File: src/rtl/vram_arbiter_if.sv
// Port-A bus bundle between the two VRAM requesters, the arbiter and the RAM.
// slave = arbiter side, master = requester/RAM side.
interface vram_arbiter_if #(
    parameter int unsigned ADDRESS_WIDTH = 14,
    parameter int unsigned DATA_WIDTH    = 8
);
    logic                     cpu_req;
    logic                     cpu_we;
    logic [ADDRESS_WIDTH-1:0] cpu_addr;
    logic [DATA_WIDTH-1:0]    cpu_din;
    logic [DATA_WIDTH-1:0]    cpu_dout;
    logic                     cpu_ack;

    logic                     ld_req;
    logic                     ld_we;
    logic [ADDRESS_WIDTH-1:0] ld_addr;
    logic [DATA_WIDTH-1:0]    ld_din;
    logic [DATA_WIDTH-1:0]    ld_dout;
    logic                     ld_ack;

    logic                     ram_we;
    logic [ADDRESS_WIDTH-1:0] ram_addr;
    logic [DATA_WIDTH-1:0]    ram_din;
    logic [DATA_WIDTH-1:0]    ram_dout;
    logic                     grant_ld;

    modport slave (
        input  cpu_req, cpu_we, cpu_addr, cpu_din,
        output cpu_dout, cpu_ack,
        input  ld_req, ld_we, ld_addr, ld_din,
        output ld_dout, ld_ack,
        output ram_we, ram_addr, ram_din,
        input  ram_dout,
        output grant_ld
    );

    modport master (
        output cpu_req, cpu_we, cpu_addr, cpu_din,
        input  cpu_dout, cpu_ack,
        output ld_req, ld_we, ld_addr, ld_din,
        input  ld_dout, ld_ack,
        input  ram_we, ram_addr, ram_din,
        output ram_dout,
        input  grant_ld
    );
endinterface

File: src/rtl/vram_arbiter.sv
// Arbitrates VRAM port A between the CPU (fixed priority) and the loader
// (starvation-bounded), hiding the RAM's one-cycle registered read latency.
module vram_arbiter #(
    parameter int unsigned ADDRESS_WIDTH = 14,
    parameter int unsigned DATA_WIDTH    = 8,
    parameter int unsigned MAX_WAIT      = 4
) (
    input  logic          clk,
    input  logic          resetn,
    vram_arbiter_if.slave bus
);
    localparam int unsigned CNT_W = $clog2(MAX_WAIT + 1);
    localparam logic [CNT_W-1:0] MAX_CNT = CNT_W'(MAX_WAIT);

    typedef enum logic [1:0] {
        S_IDLE,
        S_ISSUE,
        S_WAIT,
        S_DONE
    } state_t;

    state_t                   state_q, state_d;
    logic [CNT_W-1:0]         wait_cnt_q, wait_cnt_d;
    logic                     grant_ld_q, grant_ld_d;
    logic                     ram_we_q, ram_we_d;
    logic [ADDRESS_WIDTH-1:0] ram_addr_q, ram_addr_d;
    logic [DATA_WIDTH-1:0]    ram_din_q, ram_din_d;
    logic                     cpu_ack_q, cpu_ack_d;
    logic                     ld_ack_q, ld_ack_d;
    logic [DATA_WIDTH-1:0]    cpu_dout_q, cpu_dout_d;
    logic [DATA_WIDTH-1:0]    ld_dout_q, ld_dout_d;

    logic arb_phase;
    logic ld_turn;
    logic grant_any;

    // Loader wins only when alone or once the CPU has used up its allowance.
    assign arb_phase = (state_q == S_IDLE) || (state_q == S_DONE);
    assign ld_turn   = bus.ld_req && (!bus.cpu_req || (wait_cnt_q == MAX_CNT));
    assign grant_any = arb_phase && (bus.cpu_req || bus.ld_req);

    always_ff @(posedge clk or negedge resetn) begin
        if (!resetn) begin
            state_q    <= S_IDLE;
            wait_cnt_q <= '0;
            grant_ld_q <= 1'b0;
            ram_we_q   <= 1'b0;
            ram_addr_q <= '0;
            ram_din_q  <= '0;
            cpu_ack_q  <= 1'b0;
            ld_ack_q   <= 1'b0;
            cpu_dout_q <= '0;
            ld_dout_q  <= '0;
        end else begin
            state_q    <= state_d;
            wait_cnt_q <= wait_cnt_d;
            grant_ld_q <= grant_ld_d;
            ram_we_q   <= ram_we_d;
            ram_addr_q <= ram_addr_d;
            ram_din_q  <= ram_din_d;
            cpu_ack_q  <= cpu_ack_d;
            ld_ack_q   <= ld_ack_d;
            cpu_dout_q <= cpu_dout_d;
            ld_dout_q  <= ld_dout_d;
        end
    end

    always_comb begin
        state_d = state_q;
        case (state_q)
            S_IDLE:  state_d = grant_any ? S_ISSUE : S_IDLE;
            S_ISSUE: state_d = S_WAIT;
            S_WAIT:  state_d = S_DONE;
            S_DONE:  state_d = grant_any ? S_ISSUE : S_IDLE;
            default: state_d = S_IDLE;
        endcase
    end

    always_comb begin
        wait_cnt_d = wait_cnt_q;
        grant_ld_d = grant_ld_q;
        ram_we_d   = 1'b0;
        ram_addr_d = ram_addr_q;
        ram_din_d  = ram_din_q;
        cpu_ack_d  = 1'b0;
        ld_ack_d   = 1'b0;
        cpu_dout_d = cpu_dout_q;
        ld_dout_d  = ld_dout_q;

        if (arb_phase) begin
            if (!bus.ld_req || ld_turn) begin
                wait_cnt_d = '0;
            end else if (wait_cnt_q != MAX_CNT) begin
                wait_cnt_d = wait_cnt_q + 1'b1;
            end
        end

        if (grant_any) begin
            grant_ld_d = ld_turn;
            ram_we_d   = ld_turn ? bus.ld_we   : bus.cpu_we;
            ram_addr_d = ld_turn ? bus.ld_addr : bus.cpu_addr;
            ram_din_d  = ld_turn ? bus.ld_din  : bus.cpu_din;
        end

        if (state_q == S_WAIT) begin
            if (grant_ld_q) begin
                ld_dout_d = bus.ram_dout;
                ld_ack_d  = 1'b1;
            end else begin
                cpu_dout_d = bus.ram_dout;
                cpu_ack_d  = 1'b1;
            end
        end
    end

    assign bus.ram_we   = ram_we_q;
    assign bus.ram_addr = ram_addr_q;
    assign bus.ram_din  = ram_din_q;
    assign bus.cpu_ack  = cpu_ack_q;
    assign bus.ld_ack   = ld_ack_q;
    assign bus.cpu_dout = cpu_dout_q;
    assign bus.ld_dout  = ld_dout_q;
    assign bus.grant_ld = grant_ld_q;
endmodule

File: src/flat_wrapper.sv
// flat-port wrapper written by rule: the top's interface ports become plain ports
module vram_arbiter_flat 
#(
    parameter int unsigned ADDRESS_WIDTH = 14,
    parameter int unsigned DATA_WIDTH    = 8,
    parameter int unsigned MAX_WAIT      = 4
)
  (clk, resetn, bus_cpu_req, bus_cpu_we, bus_cpu_addr, bus_cpu_din, bus_cpu_dout, bus_cpu_ack, bus_ld_req, bus_ld_we, bus_ld_addr, bus_ld_din, bus_ld_dout, bus_ld_ack, bus_ram_we, bus_ram_addr, bus_ram_din, bus_ram_dout, bus_grant_ld);
  vram_arbiter_if #(.ADDRESS_WIDTH(ADDRESS_WIDTH), .DATA_WIDTH(DATA_WIDTH)) bus_i ();
  input  logic clk;
  input  logic resetn;
  input wire logic [$bits(bus_i.cpu_req)-1:0] bus_cpu_req;
  input wire logic [$bits(bus_i.cpu_we)-1:0] bus_cpu_we;
  input wire logic [$bits(bus_i.cpu_addr)-1:0] bus_cpu_addr;
  input wire logic [$bits(bus_i.cpu_din)-1:0] bus_cpu_din;
  output wire logic [$bits(bus_i.cpu_dout)-1:0] bus_cpu_dout;
  output wire logic [$bits(bus_i.cpu_ack)-1:0] bus_cpu_ack;
  input wire logic [$bits(bus_i.ld_req)-1:0] bus_ld_req;
  input wire logic [$bits(bus_i.ld_we)-1:0] bus_ld_we;
  input wire logic [$bits(bus_i.ld_addr)-1:0] bus_ld_addr;
  input wire logic [$bits(bus_i.ld_din)-1:0] bus_ld_din;
  output wire logic [$bits(bus_i.ld_dout)-1:0] bus_ld_dout;
  output wire logic [$bits(bus_i.ld_ack)-1:0] bus_ld_ack;
  output wire logic [$bits(bus_i.ram_we)-1:0] bus_ram_we;
  output wire logic [$bits(bus_i.ram_addr)-1:0] bus_ram_addr;
  output wire logic [$bits(bus_i.ram_din)-1:0] bus_ram_din;
  input wire logic [$bits(bus_i.ram_dout)-1:0] bus_ram_dout;
  output wire logic [$bits(bus_i.grant_ld)-1:0] bus_grant_ld;
  assign bus_i.cpu_req = bus_cpu_req;
  assign bus_i.cpu_we = bus_cpu_we;
  assign bus_i.cpu_addr = bus_cpu_addr;
  assign bus_i.cpu_din = bus_cpu_din;
  assign bus_cpu_dout = bus_i.cpu_dout;
  assign bus_cpu_ack = bus_i.cpu_ack;
  assign bus_i.ld_req = bus_ld_req;
  assign bus_i.ld_we = bus_ld_we;
  assign bus_i.ld_addr = bus_ld_addr;
  assign bus_i.ld_din = bus_ld_din;
  assign bus_ld_dout = bus_i.ld_dout;
  assign bus_ld_ack = bus_i.ld_ack;
  assign bus_ram_we = bus_i.ram_we;
  assign bus_ram_addr = bus_i.ram_addr;
  assign bus_ram_din = bus_i.ram_din;
  assign bus_i.ram_dout = bus_ram_dout;
  assign bus_grant_ld = bus_i.grant_ld;
  vram_arbiter #(.ADDRESS_WIDTH(ADDRESS_WIDTH), .DATA_WIDTH(DATA_WIDTH), .MAX_WAIT(MAX_WAIT)) u_core (.clk(clk), .resetn(resetn), .bus(bus_i));
endmodule
File: config.mk
export PLATFORM = sky130hd
export DESIGN_NAME = vram_arbiter_flat
export DESIGN_NICKNAME = d
export VERILOG_FILES = /design/src/rtl/vram_arbiter_if.sv /design/src/rtl/vram_arbiter.sv /design/src/flat_wrapper.sv
export SDC_FILE = /design/constraint.sdc
export NUM_CORES = 1
export LEC_CHECK = 0
export ABC_AREA = 1
export BUFFER_PORTS_ARGS = -buffer_cell sky130_fd_sc_hd__buf_2
export CORE_MARGIN = 2
export CORE_UTILIZATION = 53
export CTS_BUF_LIST = sky130_fd_sc_hd__clkbuf_8
export DETAILED_ROUTE_END_ITERATION = 12
export GPL_ROUTABILITY_DRIVEN = 0
export PLACE_DENSITY = 0.95
export SYNTH_ARGS = -nofsm -noshare
export SYNTH_HDL_FRONTEND = slang
export SYNTH_SLANG_ARGS = --single-unit
File: constraint.sdc
create_clock -name clk -period 1.9 [get_ports clk]
set_input_delay 0.475 -clock clk [delete_from_list [all_inputs] [get_ports clk]]
set_output_delay 0.475 -clock clk [all_outputs]
set_load 0.005 [all_outputs]
==> impl_results.md <==
* Outcome: complete, no violations
* RR Startpoint: u_core.state_q[0]
* Seq. cell area at 1180 sq um
* Final setup viols at 0
* Hold Path Class: in2async
* Synthesis-to-layout area growth at 26.0%
* Clk root buf: clkbuf_8
* Starting Density at 55.8%
* Fillers at 308
* CP startpoint kind: register
* Final max-slew violation count at 0
* Multi-input logic area at 772 sq um
* Ys Warns at 0
* Seq/Total Area, Yosys at 51.5%
* Max-cap violations at 0
* Die ar. at 4850 sq um
* Worst reg-to-reg path cell count at 6
* Post-CTS sizing at 0
* Vias in the first global route at 1924
* Synth Register Bits at 47
* Clock Latency Late Sink at 0.30 ns
* Site row count at 23
* Detail Placement HPWL at 3940 microns
* Rel. slew slack at 62.6%
* P per Cell Area at 1460 nW/um^2
* Clock Sinks at 47
* Reg-to-Reg End: u_core.bus.ram_din[4]
* CTS HTree Levels at 2
* Final period utilization at 81.0%
* Wirelength per Cell at 11.9 microns
* F_max at 650 MHz
* Post-Synthesis Cells at 289
* Sum Neg Setup Slack at 0 ns
* GRT Overall Usage at 21.6%
* Clock period minus worst slack at 1.54 ns
* Layout cells sized above 1 at 30.0%
* Ports at 100
* Hold buffer count at CTS at 0
* Die height at 69.6 microns
* Vias at 2140
* Xor and xnor area share after synthesis at 0.384%
* Peak fanout along the critical path at 22
* Post-synthesis area per instance at 7.90 sq um
* Longest Clk Path Bufs at 2
* First-pass GRT wire length at 8450 microns
* Worst path required time at 2.14 ns
* Adder-cell share of the synthesized area at 2.19%
* Remaining DRCs at 0
* Die width at 69.6 microns
* Leakage at 1.80 nW
* Post-synth ARST share at 100%
* TritonCTS buffer count at 5
* Overflow left after global routing at 0
* Worst-margin pin slew at 0.561 ns
* Setup bufs post-CTS at 0
* Final hold viol count at 0
* Worst vdd ir at 0.607 mV
* Ant. Diodes at 0
* Clk slew on worst S/H paths at 0.09 ns
* First-pass DRT Iterations at 5
* Worst setup EP type: register
* Worst Path Class, Setup: reg2reg
* Synthesized Nets at 351
* Core ar. at 4090 sq um
* WL final at 5200 microns
* Post-Synth Simple-Gate Area at 25.6%
* Vias per inst at 4.90
* Post-synth EDFFs at 0
* Most used DFF post-synth: dfrtp_1
* Post-Syn Area at 2280 sq um
* Antenna violations before repair at 0
* Worst reg-to-reg setup slack at 0.36 ns
* Pin count of the biggest net entering global routing at 25
* TritonCTS clock tree: done
* DRT iter0 DRCs at 143
* Mux cell area share after synthesis at 0%
* Port buffer count at 99
* Critical path arrival at 1.78 ns
* Largest family of logic cells by synthesized area: simple AND/OR/NAND/NOR gates
* # nets final at 448
* Compound-Gate Fraction of Synth Area at 5.65%
* Layout Skew at 0.00703 ns
* Final worst hold slack at 0.155 ns
* RSZ-0062 raised after global routing: false
* Netlist cell types at 18
* Post-DRT Antenna Nets at 0
-- cells in the mapped netlist, types with 2 or more instances --
cell,instances,share of area (%)
o21ai_0,19,4.2
ha_1,4,2.2
inv_1,61,10
buf_6,5,2.5
nand2_1,87,14
clkbuf_1,2,0.33
dfrtp_1,47,52
nand3_1,47,10
buf_2,6,1.3
nand2_2,2,0.55
a21oi_1,2,0.44
-- stage by stage --
step / power (mW) / util, % / instance area (sq um) / instances / worst slack (ns)
final: 4.19 / 70.4 / 2880 / 437 / 0.362
after global routing: 4.56 / 70.4 / 2880 / 437 / 0.227
after CTS: 4.22 / 70.4 / 2880 / 437 / 0.347
after detailed placement: 3.63 / 68.2 / 2790 / 429 / 0.348
after global placement: 3.51 / 68.2 / 2790 / 429 / 0.389
after floorplan: 2.91 / - / 2280 / 289 / 0.602
-- where the power goes --
part           switching [mW]  total [mW]  internal [mW]  leakage [nW]
sequential              0.256        1.75           1.50         0.580
combinational            1.08        1.84          0.767          1.18
clock                   0.334       0.593          0.259        0.0483
total                    1.67        4.19           2.52          1.80
-- worst max path at each step --
stage,from,endpoint,slack (ns),cells past startpoint
after floorplan,u_core.state_q[0],u_core.bus.ram_addr[10],0.60,7
after global placement,bus_ld_req,u_core.bus.ram_addr[11],0.39,5
after detailed placement,bus_ld_req,u_core.bus.ram_addr[11],0.35,5
after CTS,u_core.state_q[0],u_core.bus.ram_din[4],0.35,6
after global routing,u_core.state_q[0],u_core.bus.ram_din[4],0.23,6
final,u_core.state_q[0],u_core.bus.ram_din[4],0.36,6
-- registers in the layout, summed over array words and instances, names as in the netlist --
register and cells:
u_core.bus.ld_dout 8, u_core.bus.cpu_dout 8, u_core.bus.ram_din 8, u_core.state_q 2, u_core.bus.cpu_ack 1, u_core.wait_cnt_q 3, u_core.bus.ram_addr 14, u_core.bus.ram_we 1
u_core.bus.ld_ack 1, u_core.bus.grant_ld 1
-- area by class of cell --
class / instances / share of cell area, %
Clock buffer: 5 / 2.39
Clock inverter: 3 / 0.652
Inverter: 62 / 8.09
Multi-Input combinational cell: 166 / 26.8
Sequential cell: 47 / 40.9
Tap cell: 50 / 2.17
Timing Repair Buffer: 104 / 19.0
-- worst max-delay path, cell delays in order (launching register included) --
cell	delay [ns]
dfrtp_1	0.36
inv_1	0.05
ha_1	0.43
o21ai_4	0.10
inv_2	0.29
nand3_1	0.14
nand2_1	0.09
-- logic make-up after synthesis --
family / after synthesis
AND/OR/NAND/NOR: 138
AO/OA/AOI/OAI: 23
flip-flops: 47
XOR/XNOR: 1
adder cells (fa/ha/maj): 4
buffers and inverters: 76
-- routing by layer --
layer | wire (microns) | GRT usage [%]
met1 | 2190 | 27.1
met2 | 2480 | 36.8
met3 | 490 | 5.52
met4 | 47 | 6.62
met5 | 0 | 0
-- layout by cell type (no fill, tap or decap), types with 2 or more instances in the layout --
cell type  count
buf_2         99
a21oi_1        2
clkbuf_8       5
nand2_2        2
clkinv_2       2
dfrtp_1       47
nand2_1       87
ha_1           4
buf_4          4
inv_1         61
nand3_1       47
o21ai_0       19
Note: power is estimated with default switching activity, not from simulation.
